## src/rtl/iomem_gpio_pkg.sv

```systemverilog
// rtl/iomem_gpio_pkg.sv - register map and byte-lane helper shared by the iomem_gpio slice
package iomem_gpio_pkg;

  localparam int NUM_REGS = 8;
  localparam int OFF_W    = 3;

  typedef enum logic [OFF_W-1:0] {
    REG_OUT     = 3'd0,
    REG_OE      = 3'd1,
    REG_IN      = 3'd2,
    REG_RISE_EN = 3'd3,
    REG_FALL_EN = 3'd4,
    REG_IRQ_EN  = 3'd5,
    REG_STATUS  = 3'd6,
    REG_RSVD    = 3'd7
  } reg_off_e;

  function automatic logic [31:0] lane_mask(input logic [3:0] wstrb);
    return {{8{wstrb[3]}}, {8{wstrb[2]}}, {8{wstrb[1]}}, {8{wstrb[0]}}};
  endfunction

endpackage

```

## src/rtl/gpio_sync_edge.sv

```systemverilog
// rtl/gpio_sync_edge.sv - one pin: multi-flop input synchroniser plus enabled edge detector
module gpio_sync_edge #(
  parameter int SYNC_STAGES = 2
) (
  input  logic clk,
  input  logic reset,
  input  logic i_pin,
  input  logic i_rise_en,
  input  logic i_fall_en,
  input  logic i_arm,
  output logic o_sync,
  output logic o_edge
);

  logic [SYNC_STAGES-1:0] r_sync;
  logic                   r_prev;
  logic                   w_rise;
  logic                   w_fall;

  always_ff @(posedge clk or posedge reset) begin
    if (reset) begin
      r_sync <= '0;
      r_prev <= 1'b0;
    end else begin
      r_sync <= {r_sync[SYNC_STAGES-2:0], i_pin};
      r_prev <= r_sync[SYNC_STAGES-1];
    end
  end

  assign o_sync = r_sync[SYNC_STAGES-1];
  assign w_rise = i_rise_en &  r_sync[SYNC_STAGES-1] & ~r_prev;
  assign w_fall = i_fall_en & ~r_sync[SYNC_STAGES-1] &  r_prev;
  // i_arm masks the false transition seen while the chain refills after reset
  assign o_edge = i_arm & (w_rise | w_fall);

endmodule

```

## src/rtl/iomem_gpio.sv

```systemverilog
// rtl/iomem_gpio.sv - GPIO block on the PicoRV32-style iomem bus with edge-triggered interrupts
module iomem_gpio
  import iomem_gpio_pkg::*;
#(
  parameter int         NUM_PINS    = 32,
  parameter logic [7:0] BASE_PAGE   = 8'h03,
  parameter int         SYNC_STAGES = 2
) (
  input  logic                clk,
  input  logic                reset,
  input  logic                iomem_valid,
  output logic                iomem_ready,
  input  logic [3:0]          iomem_wstrb,
  input  logic [31:0]         iomem_addr,
  input  logic [31:0]         iomem_wdata,
  output logic [31:0]         iomem_rdata,
  input  logic [NUM_PINS-1:0] gpio_in,
  output logic [NUM_PINS-1:0] gpio_out,
  output logic [NUM_PINS-1:0] gpio_oe,
  output logic                irq
);

  localparam logic [2:0] ARM_CYCLES = 3'(SYNC_STAGES + 1);

  logic                r_ready;
  logic [31:0]         r_rdata;
  logic                r_irq;
  logic [2:0]          r_arm_cnt;
  logic [NUM_PINS-1:0] r_out;
  logic [NUM_PINS-1:0] r_oe;
  logic [NUM_PINS-1:0] r_rise_en;
  logic [NUM_PINS-1:0] r_fall_en;
  logic [NUM_PINS-1:0] r_irq_en;
  logic [NUM_PINS-1:0] r_status;

  logic                w_hit;
  logic                w_wr;
  logic                w_armed;
  reg_off_e            w_offset;
  logic [31:0]         w_lane_mask;
  logic [NUM_PINS-1:0] w_wmask;
  logic [NUM_PINS-1:0] w_wdata;
  logic [NUM_PINS-1:0] w_w1c;
  logic [NUM_PINS-1:0] w_sync;
  logic [NUM_PINS-1:0] w_edge;
  logic [NUM_PINS-1:0] w_rd_pins;
  logic [31:0]         w_rd_data;
  logic                w_unused;

  assign w_hit       = iomem_valid && !r_ready && (iomem_addr[31:24] == BASE_PAGE);
  assign w_wr        = w_hit && (iomem_wstrb != 4'b0000);
  assign w_offset    = reg_off_e'(iomem_addr[4:2]);
  assign w_lane_mask = lane_mask(iomem_wstrb);
  assign w_wmask     = w_lane_mask[NUM_PINS-1:0];
  assign w_wdata     = iomem_wdata[NUM_PINS-1:0];
  assign w_w1c       = (w_wr && (w_offset == REG_STATUS)) ? (w_wdata & w_wmask) : '0;
  assign w_armed     = (r_arm_cnt == ARM_CYCLES);
  assign w_unused    = &{1'b0, iomem_addr[23:5], iomem_addr[1:0], w_lane_mask, iomem_wdata};

  function automatic logic [NUM_PINS-1:0] merge(input logic [NUM_PINS-1:0] old_val);
    return (old_val & ~w_wmask) | (w_wdata & w_wmask);
  endfunction

  genvar g;
  for (g = 0; g < NUM_PINS; g++) begin : g_pin
    gpio_sync_edge #(
      .SYNC_STAGES (SYNC_STAGES)
    ) u_sync_edge (
      .clk       (clk),
      .reset     (reset),
      .i_pin     (gpio_in[g]),
      .i_rise_en (r_rise_en[g]),
      .i_fall_en (r_fall_en[g]),
      .i_arm     (w_armed),
      .o_sync    (w_sync[g]),
      .o_edge    (w_edge[g])
    );
  end

  always_comb begin
    w_rd_pins = '0;
    case (w_offset)
      REG_OUT:     w_rd_pins = r_out;
      REG_OE:      w_rd_pins = r_oe;
      REG_IN:      w_rd_pins = w_sync;
      REG_RISE_EN: w_rd_pins = r_rise_en;
      REG_FALL_EN: w_rd_pins = r_fall_en;
      REG_IRQ_EN:  w_rd_pins = r_irq_en;
      REG_STATUS:  w_rd_pins = r_status;
      default:     w_rd_pins = '0;
    endcase
    w_rd_data = '0;
    w_rd_data[NUM_PINS-1:0] = w_rd_pins;
  end

  always_ff @(posedge clk or posedge reset) begin
    if (reset) begin
      r_ready   <= 1'b0;
      r_rdata   <= '0;
      r_irq     <= 1'b0;
      r_arm_cnt <= '0;
      r_out     <= '0;
      r_oe      <= '0;
      r_rise_en <= '0;
      r_fall_en <= '0;
      r_irq_en  <= '0;
      r_status  <= '0;
    end else begin
      r_ready <= w_hit;
      // rdata is taken from the pre-write register values
      r_rdata <= w_hit ? w_rd_data : '0;
      if (w_wr) begin
        case (w_offset)
          REG_OUT:     r_out     <= merge(r_out);
          REG_OE:      r_oe      <= merge(r_oe);
          REG_RISE_EN: r_rise_en <= merge(r_rise_en);
          REG_FALL_EN: r_fall_en <= merge(r_fall_en);
          REG_IRQ_EN:  r_irq_en  <= merge(r_irq_en);
          default:     ;
        endcase
      end
      // a new edge wins over a same-cycle write-1-to-clear
      r_status <= (r_status & ~w_w1c) | w_edge;
      r_irq    <= |(r_status & r_irq_en);
      if (!w_armed) begin
        r_arm_cnt <= r_arm_cnt + 3'd1;
      end
    end
  end

  assign iomem_ready = r_ready;
  assign iomem_rdata = r_rdata;
  assign gpio_out    = r_out;
  assign gpio_oe     = r_oe;
  assign irq         = r_irq;

endmodule

```

## config.mk

```make
export PLATFORM = sky130hd
export DESIGN_NAME = iomem_gpio
export DESIGN_NICKNAME = d
export VERILOG_FILES = /design/src/rtl/iomem_gpio_pkg.sv /design/src/rtl/gpio_sync_edge.sv /design/src/rtl/iomem_gpio.sv
export SDC_FILE = /design/constraint.sdc
export NUM_CORES = 1
export LEC_CHECK = 0
export CAP_MARGIN = 30
export CORE_MARGIN = 3
export CORE_UTILIZATION = 49
export DETAILED_ROUTE_END_ITERATION = 8
export GPL_TIMING_DRIVEN = 0
export PLACE_DENSITY_LB_ADDON = 0.12
export SLEW_MARGIN = 10
export SYNTH_ARGS = -nofsm -noshare
export SYNTH_HDL_FRONTEND = slang
export SYNTH_SLANG_ARGS = --single-unit
```

## constraint.sdc

```tcl
create_clock -name clk -period 13.65 [get_ports clk]
set_clock_uncertainty 0.15 [all_clocks]
set_input_delay 4.095 -clock clk [delete_from_list [all_inputs] [get_ports clk]]
set_output_delay 4.095 -clock clk [all_outputs]
set_load 0.01 [all_outputs]
```

==> metrics.md, run 1 <==
| Metric | Value |
|---|---|
| Worst-Skew Late Latency | `520 ps` |
| Fmax | `142.9 MHz` |
| Via/cell ratio | `5.999` |
| CP Data Arrival Time | `7230 ps` |
| Most frequent CP cell | `clkbuf_1` |
| Area occupied by registers | `0.008133 mm^2` |
| Hold Path Depth | `0` |
| Layout cells sized above 1 | `0.2490` |
| Total grt overflow | `0` |
| Dominant synthesized flop cell | `dfrtp_1` |
| Post-cts sizing count | `0` |
| Worst path slowest cell | `clkbuf_1` |
| Placed Cells | `1,489` |
| DP HPWL | `26.45 mm` |
| Layer with the highest usage | `met2` |
| IR drop worst, VDD | `0.07999 mV` |
| Initial DRT Pass Iterations | `5` |
| WP buf/inv | `6` |
| Initial Util | `0.5059` |
| CP required | `13,880 ps` |
| Drt drc | `0` |
| Initial antenna violation count | `4` |
| Synth top area share | `0.6066` |
| Top post-synthesis cells by area | `dfrtp_1, mux2_2, mux4_2, mux2i_1, a22o_1` |
| Die Y | `171.4 um` |
| Clock Sinks | `325` |
| H-Tree Level Count | `2` |
| Pleak | `7.417 nW` |
| DIE AREA | `0.02938 mm^2` |
| Initial DRC count | `718` |
| Synth Instances | `970` |
| Fin crit share | `0.5126` |
| Seq/Total Area, Yosys | `0.6066` |
| CTS tree | `done` |
| Power per cell area | `122.8 mW/mm^2` |
| Worst Reg-to-Reg Cells | `5` |
| Num ports | `201` |
| Synth Warn # | `0` |
| Core Box Area | `0.02650 mm^2` |
| Reg-to-Reg Start | `iomem_ready` |
| Fill cells | `2,063` |
| Total track usage | `0.2684` |
| CP peak stage delay | `630 ps` |
| Worst setup margin | `6653 ps` |
| Syn Std Cell Area | `0.01341 mm^2` |
| Postcts setup bufs | `0` |
| Most area-hungry cell type in the Yosys netlist | `dfrtp_1` |
| Hold Crit Class | `flip-flop to flip-flop` |
| Root buf cell | `clkbuf_16` |
| Wirelength per Cell | `24.93 um` |
| Syn_area_per_cell | `13.82 um^2` |
| Startpoint types | `input port` |
| DP Worst Slack | `5987 ps` |
| Sum of negative setup slack | `0 ps` |
| Worst setup EP type | `flip-flop` |
| Asr flop ratio synth | `1.000` |
| RR Endpoint | `iomem_rdata[27]` |
| Post-synth cell types | `46` |
| Final min period | `6997 ps` |
| # hold bufs at CTS | `0` |
| Diode count | `0` |
| Finished Layout Cells | `1,552` |
| Max-slew headroom | `0.3390` |
| Worst-path cell chain | `clkdlybuf4s50_1, buf_2, clkbuf_1, clkbuf_1, buf_1, buf_6, nor2_1, a211oi_1` |
| Post-synth EDFFs | `0` |
| Row count | `59` |
| Max clock buf depth | `3` |
| Total CTS buffers | `35` |
| Met3 usage | `0.07516` |
| First-pass GRT wire length | `58.84 mm` |
| Post-placement cell area | `0.01573 mm^2` |
| Crit-path max FO | `10` |
| Reg-to-reg slack, setup | `11,010 ps` |
| Setup CP Type | `input port to flip-flop` |
| Die Wd | `171.4 um` |
| Multi-input gate area | `0.005095 mm^2` |
| Slew @ Worst Pin | `991.6 ps` |
| Area Growth Syn to Fin | `26.13%` |
| RSZ-0062 raised after global routing | `false` |
| Overall power | `2.076 mW` |
| Setup violators final | `0` |
| Routed Antenna Nets | `0` |
| Routability cong. | `0.9284` |
| Nets | `1,297` |
| Status | `complete, no violations` |
| PortBufs | `178` |
| GR Layer Usage met1 | `0.3739` |
| Hold Slack | `196.0 ps` |
| Final Hold Viols | `0` |
| Clock transition time at the flip-flop clock pins of the worst setup and hold paths | `60 ps` |
| Hold worst-path end | `g_pin[3].u_sync_edge.r_sync[1]` |
| CP delay by family, top | `buffers and inverters` |
| Mapped Nets | `1,075` |
| Finished Cell Area | `0.01691 mm^2` |
| Final max-slew violation count | `0` |
| Pin count of the biggest net entering global routing | `119` |
| Vias | `9,310` |
| Routed WL | `38.69 mm` |
| Max_cap viols | `0` |
| HP Start | `g_pin[3].u_sync_edge.r_sync[0]` |
| FF+latch count, synth | `325` |
| Core Util, Final | `0.6381` |
| Vias in the first global route | `9,538` |
| Met2 global-route usage | `0.4172` |
cell usage after synthesis (2+ instances only):
master	count
or2_2	8
nor2_1	32
buf_1	10
inv_1	2
nor2b_1	7
nand2b_1	3
o2bb2ai_1	11
nor3_1	2
nand3_2	4
a211oi_1	10
buf_6	2
dfrtp_1	325
nand3b_1	32
a32oi_1	2
buf_4	2
mux2i_1	33
nand4b_1	4
a21oi_1	13
clkbuf_1	13
a21o_1	2
mux2_2	175
buf_2	10
and2_1	3
or4_1	2
a22oi_1	36
nor4_4	4
a2bb2oi_1	2
mux4_2	18
ha_1	2
nand4_1	8
nand3_1	3
o21ai_0	34
nor2_2	16
a31oi_1	12
nand2_1	81
a22o_1	37
cell families after synthesis:
family	synth area share
adder cells (fa/ha/maj)	0.001866
AO/OA/AOI/OAI	0.08539
flip-flops	0.6066
buffers and inverters	0.01381
AND/OR/NAND/NOR	0.08987
multiplexers	0.2018
XOR/XNOR	0.0006533
power by group:
| group | internal, mW | total [mW] | switching, mW |
|---|---|---|---|
| logic | 0.0487 | 0.116 | 0.0675 |
| clock network | 0.581 | 0.956 | 0.375 |
| registers | 0.986 | 1.00 | 0.0183 |
cell type report:
type / count / area share
clock inverter: 11 / 0.008434
inverter: 3 / 0.001110
clock buffer: 51 / 0.06082
tap: 335 / 0.02479
multi-input combinational: 605 / 0.3013
sequential: 325 / 0.4809
timing repair buffer: 185 / 0.1124
buffer: 37 / 0.01028
per-layer routing:
| layer | share of wire | vias to the layer above | wire length [um] |
|---|---|---|---|
| met4 | 0.026 | 8 | 1007 |
| met1 | 0.43 | 4817 | 16580 |
| li1 | - | 4041 | - |
| met3 | 0.081 | 77 | 3152 |
| met5 | 0.0013 | - | 52 |
| met2 | 0.46 | 367 | 17890 |
cells in the final DEF (no fill, tap or decap), types with 12 or more instances in the layout:
| cell | netlist | final |
|---|---|---|
| dfrtp_1 | 325 | 325 |
| clkdlybuf4s50_1 | 0 | 178 |
| mux2_2 | 175 | 175 |
| nand2_1 | 81 | 81 |
| a22o_1 | 37 | 37 |
| clkbuf_16 | 0 | 37 |
| a22oi_1 | 36 | 36 |
| o21ai_0 | 34 | 34 |
| mux2i_1 | 33 | 33 |
| nand3b_1 | 32 | 32 |
| nor2_1 | 32 | 32 |
| clkbuf_1 | 13 | 22 |
| mux4_2 | 18 | 18 |
| nor2_2 | 16 | 16 |
| a21oi_1 | 13 | 13 |
| buf_2 | 10 | 12 |
| a31oi_1 | 12 | 12 |
how the worst max path moves through the flow:
stage / startpoint / end / slack (ps) / cells past startpoint
6_report: iomem_addr[2] / iomem_rdata[15] / 6650 / 8
5_1_grt: iomem_addr[2] / iomem_rdata[31] / 6630 / 7
4_1_cts: iomem_addr[2] / iomem_rdata[15] / 6510 / 7
3_5_place_dp: iomem_addr[2] / iomem_rdata[15] / 5990 / 7
3_3_place_gp: reset / g_pin[30].u_sync_edge.r_sync[1] / -3450 / 2
2_1_floorplan: reset / async pin / 410 / 1
(Power assumes the default switching activity.)
==> run 2, diff against run 1 <==
==> constraint.sdc (replaced) <==
create_clock -name clk -period 6.07 [get_ports clk]
set_clock_uncertainty 0.15 [all_clocks]
set_input_delay 1.821 -clock clk [delete_from_list [all_inputs] [get_ports clk]]
set_output_delay 1.821 -clock clk [all_outputs]
set_load 0.01 [all_outputs]
==> metrics.md, run 2 (synthesis results as in run 1) <==
| Metric | Value |
|---|---|
| CP Data Arrival Time | `5120 ps (was 7230 ps)` |
| Clock transition time at the flip-flop clock pins of the worst setup and hold paths | `60 ps (about the same)` |
| RR Endpoint | `iomem_rdata[27] (unchanged)` |
| Worst setup margin | `1166 ps (was 6653 ps)` |
| Final Hold Viols | `0 (unchanged)` |
| Pleak | `7.457 nW (was 7.417 nW)` |
| Die Y | `171.4 um (unchanged)` |
| Fill cells | `2,013 (was 2,063)` |
| Setup violators final | `0 (unchanged)` |
| Reg-to-Reg Start | `iomem_ready (unchanged)` |
| IR drop worst, VDD | `0.1929 mV (was 0.07999 mV)` |
| Max_cap viols | `0 (unchanged)` |
| Int Pwr | `3.597 mW (was 1.615 mW)` |
| Root buf cell | `clkbuf_16 (unchanged)` |
| Initial antenna violation count | `3 (was 4)` |
| Initial Util | `0.5059 (unchanged)` |
| Initial DRC count | `779 (was 718)` |
| Hold Path Depth | `0 (unchanged)` |
| Total CTS buffers | `36 (was 35)` |
| PortBufs | `178 (unchanged)` |
| HP Start | `g_pin[25].u_sync_edge.r_sync[0] (was g_pin[3].u_sync_edge.r_sync[0])` |
| Worst Reg-to-Reg Cells | `5 (unchanged)` |
| Hold Slack | `191.2 ps (was 196.0 ps)` |
| Routed WL | `38.70 mm (was 38.69 mm)` |
| DP HPWL | `27.02 mm (was 26.45 mm)` |
| DP Worst Slack | `775.8 ps (was 5987 ps)` |
| Final max-slew violation count | `0 (unchanged)` |
| Routed Antenna Nets | `0 (unchanged)` |
| Status | `complete, no violations (unchanged)` |
| Vias in the first global route | `9,606 (was 9,538)` |
| Initial DRT Pass Iterations | `5 (unchanged)` |
| Setup CP Type | `input port to flip-flop (unchanged)` |
| Max-slew headroom | `0.3639 (was 0.3390)` |
| Vias | `9,382 (was 9,310)` |
| RSZ-0062 raised after global routing | `false (unchanged)` |
| Clock Sinks | `325 (unchanged)` |
| Hold worst-path end | `g_pin[25].u_sync_edge.r_sync[1] (was g_pin[3].u_sync_edge.r_sync[1])` |
| Sum of negative setup slack | `0 ps (unchanged)` |
| Drt drc | `0 (unchanged)` |
| First-pass GRT wire length | `58.91 mm (was 58.84 mm)` |
| Total track usage | `0.2680 (was 0.2684)` |
| Row count | `59 (unchanged)` |
| P_sw | `1.019 mW (was 0.4608 mW)` |
| Via/cell ratio | `6.026 (was 5.999)` |
| Hold Crit Class | `flip-flop to flip-flop (unchanged)` |
| CP required | `6290 ps (was 13,880 ps)` |
| Fin crit share | `0.8078` |
| Total grt overflow | `0 (unchanged)` |
| CTS tree | `done (unchanged)` |
| Postcts setup bufs | `0 (unchanged)` |
| Fmax | `203.9 MHz` |
| Nets | `1,304 (was 1,297)` |
| Worst-Skew Late Latency | `520 ps (about the same)` |
| Worst setup EP type | `flip-flop (unchanged)` |
| Most frequent cells in the layout | `dfrtp_1, clkdlybuf4s50_1, mux2_2, nand2_1 (unchanged)` |
| Commonest non-fill, non-tap cell in the layout | `dfrtp_1 (unchanged)` |
| Wirelength per Cell | `24.86 um (was 24.93 um)` |
| Pin count of the biggest net entering global routing | `40 (was 119)` |
| Slew @ Worst Pin | `952.2 ps (was 991.6 ps)` |
| DIE AREA | `0.02938 mm^2 (unchanged)` |
| Post-cts sizing count | `0 (unchanged)` |
| # hold bufs at CTS | `0 (unchanged)` |
| Net Sw Frac | `0.2207 (was 0.2219)` |
| Layout cells sized above 1 | `0.2496 (was 0.2490)` |
| Final min period | `4904 ps` |
| Comb power frac | `0.058 (was 0.056)` |
| Reg-to-reg slack, setup | `3380 ps (was 11,010 ps)` |
| Startpoint types | `input port (unchanged)` |
| Diode count | `0 (unchanged)` |
| Core Util, Final | `0.6406 (was 0.6381)` |
| Crit-path max FO | `10 (unchanged)` |
| H-Tree Level Count | `2 (unchanged)` |
| Placed Cells | `1,496 (was 1,489)` |
| Clock share of power | `0.452 (was 0.460)` |
| Core Box Area | `0.02650 mm^2 (unchanged)` |
| Power per cell area | `271.9 mW/mm^2 (was 122.8 mW/mm^2)` |
| Die Wd | `171.4 um (unchanged)` |
| Area Growth Syn to Fin | `26.62% (was 26.13%)` |
| Power share of the sequential group | `0.489 (was 0.484)` |
| Finished Layout Cells | `1,557 (was 1,552)` |
| Max clock buf depth | `3 (unchanged)` |
| Routability cong. | `0.9261 (was 0.9284)` |
| Num ports | `201 (unchanged)` |
-- run 2: layout make-up --
cell class / instances / area, um^2 / area share
multi-input combinational: 605 / 5095 / 0.3001
inverter: 3 / 15.01 / 0.0008844
timing repair buffer: 191 / 2014 / 0.1187
tap: 335 / 419.2 / 0.02469
clock buffer: 54 / 1040 / 0.06124
clock inverter: 7 / 87.58 / 0.005159
buffer: 37 / 173.9 / 0.01024
sequential: 325 / 8133 / 0.4790
-- run 2: how the worst max path moves through the flow --
stage | end | start | cells after the start | slack (ps)
final | iomem_rdata[12] | iomem_addr[2] | 7 | 1170
after global routing | iomem_rdata[12] | iomem_addr[2] | 7 | 1100
after CTS | iomem_rdata[12] | iomem_addr[2] | 7 | 1300
after detailed placement | iomem_rdata[12] | iomem_addr[2] | 7 | 780
after global placement | async pin | reset | 2 | -2450
after floorplan | async pin | reset | 1 | -240
-- run 2: power groups by stage --
stage | logic, mW | registers [mW] | clock network (mW)
after floorplan | 0.124 | 2.28 | 0
after global placement | 0.249 | 2.30 | 0
after detailed placement | 0.269 | 2.30 | 0
after CTS | 0.270 | 2.26 | 2.13
after global routing | 0.289 | 2.26 | 2.22
final | 0.270 | 2.26 | 2.09
-- run 2: per-layer routing --
metal	global-route usage	vias up	wire, um	share of wire
met5	0	-	39	0.0010
met4	0.08013	6	1044	0.027
met3	0.06320	69	3255	0.084
met2	0.4173	411	17890	0.46
li1	-	4047	-	-
met1	0.3797	4849	16470	0.43
-- run 2: worst max-delay path, stage by stage --
cell and delay, ps:
clkdlybuf4s50_1 540, buf_2 240, clkbuf_1 610, clkbuf_1 610, buf_1 770, nor2_1 120
a211oi_1 390
-- run 2: per-stage QoR --
stage,cell area [um^2],power (mW)
after floorplan,13410,2.405
after global placement,15610,2.545
after detailed placement,15850,2.564
after CTS,16980,4.652
after global routing,16980,4.770
final,16980,4.616
==> run 3, diff against run 2 <==
==> constraint.sdc (replaced) <==
create_clock -name clk -period 4.35 [get_ports clk]
set_clock_uncertainty 0.15 [all_clocks]
set_input_delay 1.305 -clock clk [delete_from_list [all_inputs] [get_ports clk]]
set_output_delay 1.305 -clock clk [all_outputs]
set_load 0.01 [all_outputs]
==> metrics.md, run 3 (synthesis results as in run 1) <==
| Metric | Value |
|---|---|
| CTS tree | `done (unchanged)` |
| Nets | `1,304 (unchanged)` |
| Pin count of the biggest net entering global routing | `40 (unchanged)` |
| Reg-to-Reg Start | `iomem_ready (unchanged)` |
| H-Tree Level Count | `2 (unchanged)` |
| Fin crit share | `0.9611` |
| Hold worst-path end | `g_pin[25].u_sync_edge.r_sync[1] (unchanged)` |
| Overall power | `6.441 mW (was 4.616 mW)` |
| Initial Util | `0.5059 (unchanged)` |
| Status | `complete, no violations (unchanged)` |
| First-pass GRT wire length | `58.91 mm (unchanged)` |
| Via/cell ratio | `6.021 (was 6.026)` |
| Reg-to-reg slack, setup | `1650 ps (was 3380 ps)` |
| Power per cell area | `379.3 mW/mm^2 (was 271.9 mW/mm^2)` |
| Most frequent CP cell | `clkbuf_1 (unchanged)` |
| Startpoint types | `input port (unchanged)` |
| Initial antenna violation count | `3 (unchanged)` |
| P_sw | `1.421 mW (was 1.019 mW)` |
| Initial DRC count | `783 (was 779)` |
| Commonest non-fill, non-tap cell in the layout | `dfrtp_1 (unchanged)` |
| Worst setup margin | `169.3 ps (was 1166 ps)` |
| Hold Crit Class | `flip-flop to flip-flop (unchanged)` |
| Routability cong. | `0.9261 (unchanged)` |
| Core Util, Final | `0.6407 (was 0.6406)` |
| Worst setup EP type | `flip-flop (unchanged)` |
| Drt drc | `0 (unchanged)` |
| Die Y | `171.4 um (unchanged)` |
| Sum of negative setup slack | `0 ps (unchanged)` |
| Net Sw Frac | `0.2207 (about the same)` |
| Total CTS buffers | `36 (unchanged)` |
| DP Worst Slack | `-428.2 ps (was 775.8 ps)` |
| IR drop worst, VDD | `0.2689 mV (was 0.1929 mV)` |
| Total grt overflow | `0 (unchanged)` |
| RR Endpoint | `iomem_rdata[27] (unchanged)` |
| Total track usage | `0.2680 (unchanged)` |
| Fill cells | `2,012 (was 2,013)` |
| Num ports | `201 (unchanged)` |
| Clock transition time at the flip-flop clock pins of the worst setup and hold paths | `60 ps (about the same)` |
| Worst Reg-to-Reg Cells | `5 (unchanged)` |
| Row count | `59 (unchanged)` |
| Worst-path cell chain | `clkdlybuf4s50_1, buf_2, clkbuf_1, clkbuf_1, buf_1, nand3_1, a31oi_1 (was clkdlybuf4s50_1, buf_2, clkbuf_1, clkbuf_1, buf_1, nor2_1, a211oi_1)` |
| Worst path slowest cell | `buf_1 (unchanged)` |
| PortBufs | `178 (unchanged)` |
| Vias in the first global route | `9,606 (unchanged)` |
| Diode count | `0 (unchanged)` |
| Layout cells sized above 1 | `0.2504 (was 0.2496)` |
| Comb power frac | `0.058 (about the same)` |
| WP buf/inv | `5 (unchanged)` |
| Routed WL | `38.69 mm (was 38.70 mm)` |
| Wirelength per Cell | `24.85 um (was 24.86 um)` |
| DP HPWL | `27.02 mm (unchanged)` |
| Clock Sinks | `325 (unchanged)` |
| Final max-slew violation count | `0 (unchanged)` |
| Placed Cells | `1,496 (unchanged)` |
| Int Pwr | `5.020 mW (was 3.597 mW)` |
| Setup CP Type | `input port to flip-flop (unchanged)` |
| Hold Path Depth | `0 (unchanged)` |
| CP peak stage delay | `720 ps (was 770 ps)` |
| Vias | `9,375 (was 9,382)` |
| Most frequent cells in the layout | `dfrtp_1, clkdlybuf4s50_1, mux2_2, nand2_1 (unchanged)` |
| DIE AREA | `0.02938 mm^2 (unchanged)` |
| Power share of the sequential group | `0.489 (about the same)` |
| Pleak | `7.460 nW (was 7.457 nW)` |
| Crit-path max FO | `10 (unchanged)` |
| Finished Layout Cells | `1,557 (unchanged)` |
| Max clock buf depth | `3 (unchanged)` |
| Initial DRT Pass Iterations | `5 (unchanged)` |
| Final Hold Viols | `0 (unchanged)` |
| RSZ-0062 raised after global routing | `false (unchanged)` |
| Fmax | `239.2 MHz` |
| Slew @ Worst Pin | `934.8 ps (was 952.2 ps)` |
| Root buf cell | `clkbuf_16 (unchanged)` |
| CP Data Arrival Time | `4430 ps (was 5120 ps)` |
| CP required | `4600 ps (was 6290 ps)` |
| CP delay by family, top | `buffers and inverters (unchanged)` |
| Max-slew headroom | `0.3755 (was 0.3639)` |
| HP Start | `g_pin[25].u_sync_edge.r_sync[0] (unchanged)` |
| Routed Antenna Nets | `0 (unchanged)` |
| Setup violators final | `0 (unchanged)` |
| Final min period | `4181 ps` |
| Core Box Area | `0.02650 mm^2 (unchanged)` |
| Max_cap viols | `0 (unchanged)` |
| Clock share of power | `0.452 (about the same)` |
| Area Growth Syn to Fin | `26.63% (was 26.62%)` |
| Worst-Skew Late Latency | `520 ps (about the same)` |
| Die Wd | `171.4 um (unchanged)` |
-- run 3: changes by cell type in the layout (fill, tap and decap cells not counted), sizes merged --
| cell | previous run | this run |
|---|---|---|
| buf | 37 | 36 |
| clkbuf | 67 | 68 |
-- run 3: metrics by stage --
step | hold slack, ps | area [um^2]
4_1_cts | 192.9 | 16980
3_5_place_dp | 184.7 | 15850
5_1_grt | 201.6 | 16980
3_3_place_gp | 182.4 | 15610
6_report | 191.4 | 16980
2_1_floorplan | 181.2 | 13410
-- run 3: how the worst max path moves through the flow --
| stage | to | startpoint | cells past startpoint | slack [ps] |
|---|---|---|---|---|
| 3_5_place_dp | iomem_rdata[12] | iomem_addr[2] | 7 | -430 |
| 6_report | iomem_rdata[31] | iomem_addr[2] | 7 | 170 |
| 3_3_place_gp | async pin | reset | 2 | -3650 |
| 5_1_grt | iomem_rdata[31] | iomem_addr[2] | 7 | 120 |
| 4_1_cts | iomem_rdata[12] | iomem_addr[2] | 7 | 100 |
| 2_1_floorplan | async pin | reset | 1 | -1440 |
-- run 3: final cells by class --
type / count / area, um^2 / share of cell area
Tap cell: 335 / 419.2 / 0.02469
Sequential cell: 325 / 8133 / 0.4790
Clock buffer: 54 / 1040 / 0.06124
Inverter: 3 / 15.01 / 0.0008843
Buffer: 37 / 175.2 / 0.01032
Clock inverter: 7 / 87.58 / 0.005158
Timing Repair Buffer: 191 / 2014 / 0.1186
Multi-Input combinational cell: 605 / 5095 / 0.3001
-- run 3: routing by layer --
layer  up-vias  GRT usage  part of all wire
met5         -          0            0.0010
met4         6    0.08013             0.027
met3        69    0.06320             0.080
met2       383     0.4173              0.46
met1      4872     0.3797              0.43
li1       4045          -                 -
-- run 3: what timing repair did --
item,4_1_cts,5_1_grt
resized for setup,0,2
hold buffers,0,0
setup buffers,0,0
endpoints found under the setup margin,0,3
hold endpoints to repair,0,0
-- run 3: worst reg2reg max path, delay by kind of cell, from the launching register on --
| kind | cells | cell delay, ps |
|---|---|---|
| buffers and inverters | 1 | 450 |
| AOI/OAI and AO/OA | 1 | 380 |
| and+or+nand+nor | 3 | 1130 |
| DFF | 1 | 440 |
-- run 3: power by group through the flow --
stage	Sequential [mW]	Combinational [mW]	Clock (mW)
6_report	3.15	0.376	2.91
3_5_place_dp	3.20	0.375	0
5_1_grt	3.16	0.403	3.10
2_1_floorplan	3.18	0.173	0
4_1_cts	3.15	0.377	2.97
3_3_place_gp	3.20	0.347	0
